<file path="src/rtl/muldiv_if.sv">
// Operand/result bundle between the pipeline control and the multiply/divide unit.
// Handshake: an op is taken at a rising edge where start=1 and busy=0; done pulses for one cycle when HI/LO change.
interface muldiv_if #(
  parameter int WIDTH = 32
);
  logic             start;
  logic [2:0]       op;
  logic [WIDTH-1:0] busA;
  logic [WIDTH-1:0] busB;
  logic             rd_sel;
  logic             busy;
  logic             done;
  logic [WIDTH-1:0] hi;
  logic [WIDTH-1:0] lo;
  logic [WIDTH-1:0] rdata;
  logic [1:0]       state_dbg;

  modport master (
    output start, op, busA, busB, rd_sel,
    input  busy, done, hi, lo, rdata, state_dbg
  );

  modport slave (
    input  start, op, busA, busB, rd_sel,
    output busy, done, hi, lo, rdata, state_dbg
  );
endinterface

</file>
<file path="src/rtl/muldiv_unit.sv">
// Iterative shift-add multiplier / restoring divider with its own HI/LO pair.
// Works on operand magnitudes and applies signs at the completion edge.
module muldiv_unit #(
  parameter int WIDTH = 32
) (
  input logic     clk,
  input logic     rst,
  muldiv_if.slave bus
);
  localparam int CW = $clog2(WIDTH);

  localparam logic [2:0] OP_MULT  = 3'd0;
  localparam logic [2:0] OP_MULTU = 3'd1;
  localparam logic [2:0] OP_DIV   = 3'd2;
  localparam logic [2:0] OP_DIVU  = 3'd3;
  localparam logic [2:0] OP_MTHI  = 3'd4;
  localparam logic [2:0] OP_MTLO  = 3'd5;

  typedef enum logic [1:0] {
    S_IDLE = 2'd0,
    S_MUL  = 2'd1,
    S_DIV  = 2'd2
  } state_t;

  state_t             state_q;
  logic [CW-1:0]      cnt_q;
  logic [2*WIDTH-1:0] p_q;
  logic [WIDTH-1:0]   opnd_q;
  logic [WIDTH-1:0]   dvd_q;
  logic [WIDTH-1:0]   hi_q;
  logic [WIDTH-1:0]   lo_q;
  logic               neg_res_q;
  logic               neg_rem_q;
  logic               dz_q;
  logic               done_q;

  logic               op_signed;
  logic               a_neg;
  logic               b_neg;
  logic [WIDTH-1:0]   a_mag;
  logic [WIDTH-1:0]   b_mag;
  logic [WIDTH:0]     mul_sum;
  logic [2*WIDTH-1:0] mul_d;
  logic [2*WIDTH-1:0] mul_res;
  logic [WIDTH:0]     div_shift;
  logic [WIDTH:0]     div_diff;
  logic               div_ge;
  logic [2*WIDTH-1:0] div_d;
  logic [WIDTH-1:0]   quo_res;
  logic [WIDTH-1:0]   rem_res;
  logic               last;

  assign op_signed = (bus.op == OP_MULT) || (bus.op == OP_DIV);
  assign a_neg     = op_signed & bus.busA[WIDTH-1];
  assign b_neg     = op_signed & bus.busB[WIDTH-1];
  assign a_mag     = a_neg ? ('0 - bus.busA) : bus.busA;
  assign b_mag     = b_neg ? ('0 - bus.busB) : bus.busB;

  // Multiply: upper half accumulates, lower half holds the multiplier being shifted out.
  assign mul_sum = {1'b0, p_q[2*WIDTH-1:WIDTH]} + (p_q[0] ? {1'b0, opnd_q} : '0);
  assign mul_d   = {mul_sum, p_q[WIDTH-1:1]};
  assign mul_res = neg_res_q ? ('0 - mul_d) : mul_d;

  // Divide: upper half is the partial remainder, lower half shifts dividend out and quotient in.
  assign div_shift = p_q[2*WIDTH-1:WIDTH-1];
  assign div_diff  = div_shift - {1'b0, opnd_q};
  assign div_ge    = ~div_diff[WIDTH];
  assign div_d     = {(div_ge ? div_diff[WIDTH-1:0] : div_shift[WIDTH-1:0]),
                      p_q[WIDTH-2:0], div_ge};
  assign quo_res   = neg_res_q ? ('0 - div_d[WIDTH-1:0]) : div_d[WIDTH-1:0];
  assign rem_res   = neg_rem_q ? ('0 - div_d[2*WIDTH-1:WIDTH]) : div_d[2*WIDTH-1:WIDTH];

  assign last = (cnt_q == CW'(WIDTH - 1));

  always_ff @(posedge clk) begin
    if (rst) begin
      state_q   <= S_IDLE;
      cnt_q     <= '0;
      p_q       <= '0;
      opnd_q    <= '0;
      dvd_q     <= '0;
      hi_q      <= '0;
      lo_q      <= '0;
      neg_res_q <= 1'b0;
      neg_rem_q <= 1'b0;
      dz_q      <= 1'b0;
      done_q    <= 1'b0;
    end else begin
      done_q <= 1'b0;
      case (state_q)
        S_IDLE: begin
          if (bus.start) begin
            case (bus.op)
              OP_MULT, OP_MULTU: begin
                state_q   <= S_MUL;
                cnt_q     <= '0;
                p_q       <= {{WIDTH{1'b0}}, b_mag};
                opnd_q    <= a_mag;
                neg_res_q <= a_neg ^ b_neg;
              end
              OP_DIV, OP_DIVU: begin
                state_q   <= S_DIV;
                cnt_q     <= '0;
                p_q       <= {{WIDTH{1'b0}}, a_mag};
                opnd_q    <= b_mag;
                neg_res_q <= a_neg ^ b_neg;
                neg_rem_q <= a_neg;
                dz_q      <= (bus.busB == '0);
                dvd_q     <= bus.busA;
              end
              OP_MTHI: begin
                hi_q   <= bus.busA;
                done_q <= 1'b1;
              end
              OP_MTLO: begin
                lo_q   <= bus.busA;
                done_q <= 1'b1;
              end
              default: ;
            endcase
          end
        end
        S_MUL: begin
          p_q   <= mul_d;
          cnt_q <= cnt_q + CW'(1);
          if (last) begin
            {hi_q, lo_q} <= mul_res;
            done_q       <= 1'b1;
            state_q      <= S_IDLE;
          end
        end
        S_DIV: begin
          p_q   <= div_d;
          cnt_q <= cnt_q + CW'(1);
          if (last) begin
            // A zero divisor still runs the full iteration; its result is fixed, not computed.
            if (dz_q) begin
              lo_q <= '1;
              hi_q <= dvd_q;
            end else begin
              lo_q <= quo_res;
              hi_q <= rem_res;
            end
            done_q  <= 1'b1;
            state_q <= S_IDLE;
          end
        end
        default: state_q <= S_IDLE;
      endcase
    end
  end

  assign bus.busy      = (state_q != S_IDLE);
  assign bus.done      = done_q;
  assign bus.hi        = hi_q;
  assign bus.lo        = lo_q;
  assign bus.rdata     = bus.rd_sel ? hi_q : lo_q;
  assign bus.state_dbg = state_q;
endmodule

</file>
<file path="src/flat_wrapper.sv">
// flat-port wrapper written by rule: the top's interface ports become plain ports
module muldiv_unit_flat 
#(
  parameter int WIDTH = 32
)
  (clk, rst, bus_start, bus_op, bus_busA, bus_busB, bus_rd_sel, bus_busy, bus_done, bus_hi, bus_lo, bus_rdata, bus_state_dbg);
  muldiv_if #(.WIDTH(WIDTH)) bus_i ();
  input logic clk;
  input logic rst;
  input wire logic [$bits(bus_i.start)-1:0] bus_start;
  input wire logic [$bits(bus_i.op)-1:0] bus_op;
  input wire logic [$bits(bus_i.busA)-1:0] bus_busA;
  input wire logic [$bits(bus_i.busB)-1:0] bus_busB;
  input wire logic [$bits(bus_i.rd_sel)-1:0] bus_rd_sel;
  output wire logic [$bits(bus_i.busy)-1:0] bus_busy;
  output wire logic [$bits(bus_i.done)-1:0] bus_done;
  output wire logic [$bits(bus_i.hi)-1:0] bus_hi;
  output wire logic [$bits(bus_i.lo)-1:0] bus_lo;
  output wire logic [$bits(bus_i.rdata)-1:0] bus_rdata;
  output wire logic [$bits(bus_i.state_dbg)-1:0] bus_state_dbg;
  assign bus_i.start = bus_start;
  assign bus_i.op = bus_op;
  assign bus_i.busA = bus_busA;
  assign bus_i.busB = bus_busB;
  assign bus_i.rd_sel = bus_rd_sel;
  assign bus_busy = bus_i.busy;
  assign bus_done = bus_i.done;
  assign bus_hi = bus_i.hi;
  assign bus_lo = bus_i.lo;
  assign bus_rdata = bus_i.rdata;
  assign bus_state_dbg = bus_i.state_dbg;
  muldiv_unit #(.WIDTH(WIDTH)) u_core (.clk(clk), .rst(rst), .bus(bus_i));
endmodule
</file>
<file path="config.mk">
export PLATFORM = sky130hd
export DESIGN_NAME = muldiv_unit_flat
export DESIGN_NICKNAME = d
export VERILOG_FILES = /design/src/rtl/muldiv_if.sv /design/src/rtl/muldiv_unit.sv /design/src/flat_wrapper.sv
export SDC_FILE = /design/constraint.sdc
export NUM_CORES = 1
export LEC_CHECK = 0
export ABC_AREA = 1
export CAP_MARGIN = 20
export CORE_MARGIN = 2
export CORE_UTILIZATION = 35
export DETAILED_ROUTE_END_ITERATION = 16
export GPL_ROUTABILITY_DRIVEN = 0
export PLACE_DENSITY_LB_ADDON = 0.05
export SYNTH_ARGS = -nofsm -noshare
export SYNTH_HDL_FRONTEND = slang
export SYNTH_SLANG_ARGS = --single-unit
</file>
<file path="constraint.sdc">
create_clock -name clk -period 3.73 [get_ports clk]
set_input_delay 0.746 -clock clk [delete_from_list [all_inputs] [get_ports clk]]
set_output_delay 0.746 -clock clk [all_outputs]
set_load 0.02 [all_outputs]
</file>
==> summary.md <==
| Metric | Value |
|---|---|
| Reg2Reg Depth | `25` |
| Min cycle time layout | `3670 ps` |
| Die extent in x | `251 um` |
| Peak supply drop | `0.330 mV` |
| Die height | `251 um` |
| Num CTS Buffers | `28` |
| Int Power | `5.49 mW` |
| Vias in the first global route | `25,142` |
| Net Switching | `4.06 mW` |
| Nets | `4,426` |
| Die area | `62,900 um2` |
| Peak Freq | `0.273 GHz` |
| Leak | `14.1 nW` |
| MaxCap Viol Count | `0` |
| Synth Instances | `3,813` |
| Cell area after synthesis | `21,300 um2` |
| Avg WL per Cell | `21.3 um` |
| Starting density of the core | `0.353` |
| Clock latency at the later pin of the worst-skew pair | `590 ps` |
| Total wire length | `109 mm` |
| RSZ-0062 raised after global routing | `yes` |
| H-tree depth | `1` |
| R2r endpoint | `u_core.bus.lo[27]` |
| Sequential Power Share | `0.266` |
| Mux contribution to synthesized area | `0.00845` |
| Area delta synth->final | `33.3%` |
| Io pins | `171` |
| Status | `complete, no violations` |
| Gr usage total | `0.332` |
| Fin crit share | `0.984` |
| CP startpoint kind | `flop` |
| Root Driver | `clkbuf_16` |
| Drt drc | `0` |
| First-pass GRT wire length | `158 mm` |
| Pwr Density | `336 nW/um2` |
| Place WS | `-132 ps` |
| Synth Area per Inst | `5.59 um2` |
| Syn nets | `3,960` |
| Synthesis Warnings | `0` |
| Max-slew violations | `0` |
| Clock skew | `18.2 ps` |
| Worst Hold Endpoint | `u_core.bus.lo[30]` |
| CTS clk-pin slew, worst paths | `60 ps` |
| XOR/XNOR Fraction of Synth Area | `0.0415` |
| Count of final setup violators | `0` |
| Worst reg2reg startpoint | `u_core.p_q[31]` |
| Port Buf Inserts | `170` |
| Arrival @ worst endpoint | `4180 ps` |
| Hold crit path type | `reg2reg` |
| Hold path depth | `2` |
| Drt via density | `5.30` |
| Area share of and/or/nand/nor cells after synthesis | `0.384` |
| Sw frac | `0.425` |
| Critical path endpoint category | `flop` |
| Vias | `26,934` |
| Sink Count | `203` |
| Slew @ Worst Pin | `1020 ps` |
| Synthesis-stage register bit count | `203` |
| Netlist cell types | `61` |
| WS Path Type | `reg2reg` |
| Slew margin rel. | `0.321` |
| Num rows | `90` |
| Final hold violations | `0` |
| Maximum fanout along the worst path | `8` |
| CTS tree | `done` |
| Detailed Route Iter0 Violations | `2,610` |
| Max clock buf depth | `3` |
| Dpl hpwl | `87.8 mm` |
| Total grt overflow | `0` |
| Post-synthesis sequential area ratio | `0.191` |
| Final WS setup | `60.6 ps` |
| Comb power frac | `0.437` |
| Largest net degree at the start of global routing | `76` |
| Main combinational cell family by area after synthesis | `simple AND/OR/NAND/NOR gates` |
| Worst hold start | `u_core.bus.lo[30]` |
| Clock share of power | `0.297` |
| Worst EP required | `4250 ps` |
| Core footprint | `60,400 um2` |
| Initial antenna violation count | `3` |
| R2R Setup Slk | `60 ps` |
| Final Total Pwr | `9.55 mW` |
| Adder-Cell Fraction of Synth Area | `0.0453` |
| Final ANT Viol Nets | `0` |
| Layout cells sized above 1 | `0.177` |
| Drt pass-1 iters | `6` |
| Synth Area in Compound Gates | `0.202` |
critical path, cell delays in order, from the launching register on:
cell and delay (ps):
dfxtp_4 350, inv_4 70, ha_4 130, inv_2 40, fa_2 370, nand2_2 70
nand2_2 60, nand3_2 80, nand2_2 80, nand2_2 90, nand2_2 70, nand2_4 140
nand2_8 90, nand2_8 110, nand2_8 60, buf_12 140, buf_4 160, o21ai_2 170
buf_4 190, inv_1 120, nor2_1 230, nand2_1 150, o211ai_1 220, buf_4 190
nand2_1 70, a21oi_1 150
routing by layer:
layer | global-route usage | wire length [um] | vias to the layer above
li1 | - | - | 13280
met1 | 0.435 | 45900 | 12273
met2 | 0.534 | 47300 | 1128
met3 | 0.0456 | 8390 | 247
met4 | 0.167 | 6790 | 6
met5 | 0.0139 | 147 | -
cells in the final DEF, fill, tap and decap left out, types with 18 or more instances in the layout:
cell type and count:
nand2_1 1096, inv_1 491, buf_4 426, nor2_1 388, a21oi_1 284, o21ai_0 245, nand3_1 210, dfxtp_1 175
clkdlybuf4s50_1 168, xor2_1 82, nand2_2 67, ha_1 56, nor3_1 54, o211ai_1 47, o22ai_1 44, nor2_2 34
a31oi_1 29, clkbuf_16 28, nand4_1 21, nor4_1 19, dfxtp_2 18
power groups by stage:
stage                     combinational (mW)  clock, mW  sequential (mW)
after floorplan                         2.20          0             2.58
final                                   4.17       2.83             2.54
after detailed placement                3.91          0             2.58
after CTS                               3.93       2.88             2.53
after global routing                    4.49       2.97             2.56
after global placement                  3.92          0             2.58
state kept, by name, summed over array words and instances (netlist names):
register	cells
u_core.bus.done	1
u_core.neg_rem_q	1
u_core.p_q	64
u_core.bus.hi	32
u_core.dz_q	1
u_core.dvd_q	32
u_core.opnd_q	32
u_core.bus.lo	32
u_core.cnt_q	5
u_core.neg_res_q	1
u_core.bus.state_dbg	2
Yosys cell counts, drive strengths merged:
| cell | count | area (um2) |
|---|---|---|
| nand2 | 1174 | 4570 |
| o221ai | 8 | 70.1 |
| a32oi | 2 | 17.5 |
| a41oi | 2 | 17.5 |
| xor2 | 83 | 727 |
| clkbuf | 144 | 542 |
| nor2 | 429 | 1660 |
| o211ai | 47 | 353 |
| a31oi | 29 | 181 |
| o22ai | 44 | 275 |
| nand3b | 17 | 128 |
| nor3 | 59 | 295 |
| fa | 2 | 40.0 |
| a22oi | 3 | 22.5 |
| clkinv | 10 | 37.5 |
| o41ai | 3 | 26.3 |
| or2 | 10 | 62.6 |
| or3b | 1 | 8.76 |
| o21bai | 7 | 52.6 |
| a21boi | 1 | 7.51 |
| o21ai | 270 | 1370 |
| inv | 504 | 1890 |
| a211oi | 5 | 37.5 |
| dfxtp | 203 | 4060 |
| xnor2 | 18 | 158 |
| ha | 74 | 926 |
| a221oi | 18 | 158 |
| o21a | 3 | 22.5 |
| o31ai | 7 | 52.6 |
| nand4 | 21 | 131 |
| o2111ai | 4 | 35.0 |
| mux2 | 16 | 180 |
| a21o | 3 | 22.5 |
| buf | 38 | 257 |
| o311ai | 1 | 8.76 |
| nor3b | 3 | 22.5 |
| and2 | 4 | 25.0 |
| o32ai | 1 | 8.76 |
| nor4 | 22 | 138 |
| a21oi | 301 | 1570 |
| nand3 | 222 | 1150 |
worst max-delay path by stage:
stage          cells past startpoint                 to           start  slack (ps)
6_report                          25  u_core.bus.lo[27]  u_core.p_q[31]          60
5_1_grt                           30  u_core.bus.hi[27]  u_core.p_q[31]         -30
4_1_cts                           23  u_core.bus.hi[19]   u_core.p_q[0]         0.9
3_5_place_dp                      16     u_core.p_q[21]     bus_busA[1]        -130
3_3_place_gp                      17     u_core.p_q[28]     bus_busB[0]        -150
2_1_floorplan                     25  u_core.bus.lo[26]  u_core.p_q[31]         380
per-stage QoR:
stage / util / cell area (um2) / hold WS (ps) / instances / TNS, ps
2_1_floorplan: - / 21300 / 459 / 3813 / 0
3_3_place_gp: 0.440 / 26600 / 475 / 5009 / -1020
3_5_place_dp: 0.440 / 26600 / 471 / 5009 / -845
4_1_cts: 0.457 / 27600 / 482 / 5063 / 0
5_1_grt: 0.471 / 28400 / 497 / 5083 / -116
6_report: 0.471 / 28400 / 483 / 5084 / 0
timing repair:
item,CTS,global route
gates cloned,0,1
resized for setup,4,181
endpoints found under the setup margin,9,50
hold buffers,0,0
buffers inserted,2,19
pin swaps,1,38
cells by family (layout without fill, tap and decap cells):
group | count (synthesis) | in the layout
AOI/OAI and AO/OA | 759 | 759
xor gates and xnor gates | 101 | 101
adders and majority gates | 76 | 76
buffers and inverters | 696 | 1183
DFF | 203 | 203
muxes | 16 | 16
other | 0 | 1
and+or+nand+nor | 1962 | 1963
layout make-up:
type,count,area [um2]
Clock inverter,12,140
Antenna cell,1,2.50
Timing Repair Buffer,617,5260
Sequential cell,203,4120
Clock buffer,40,826
Tap cell,782,978
Inverter,514,1930
Fill cell,6625,31900
Multi-Input combinational cell,2915,15200
Note: power is estimated with default switching activity, not from simulation.
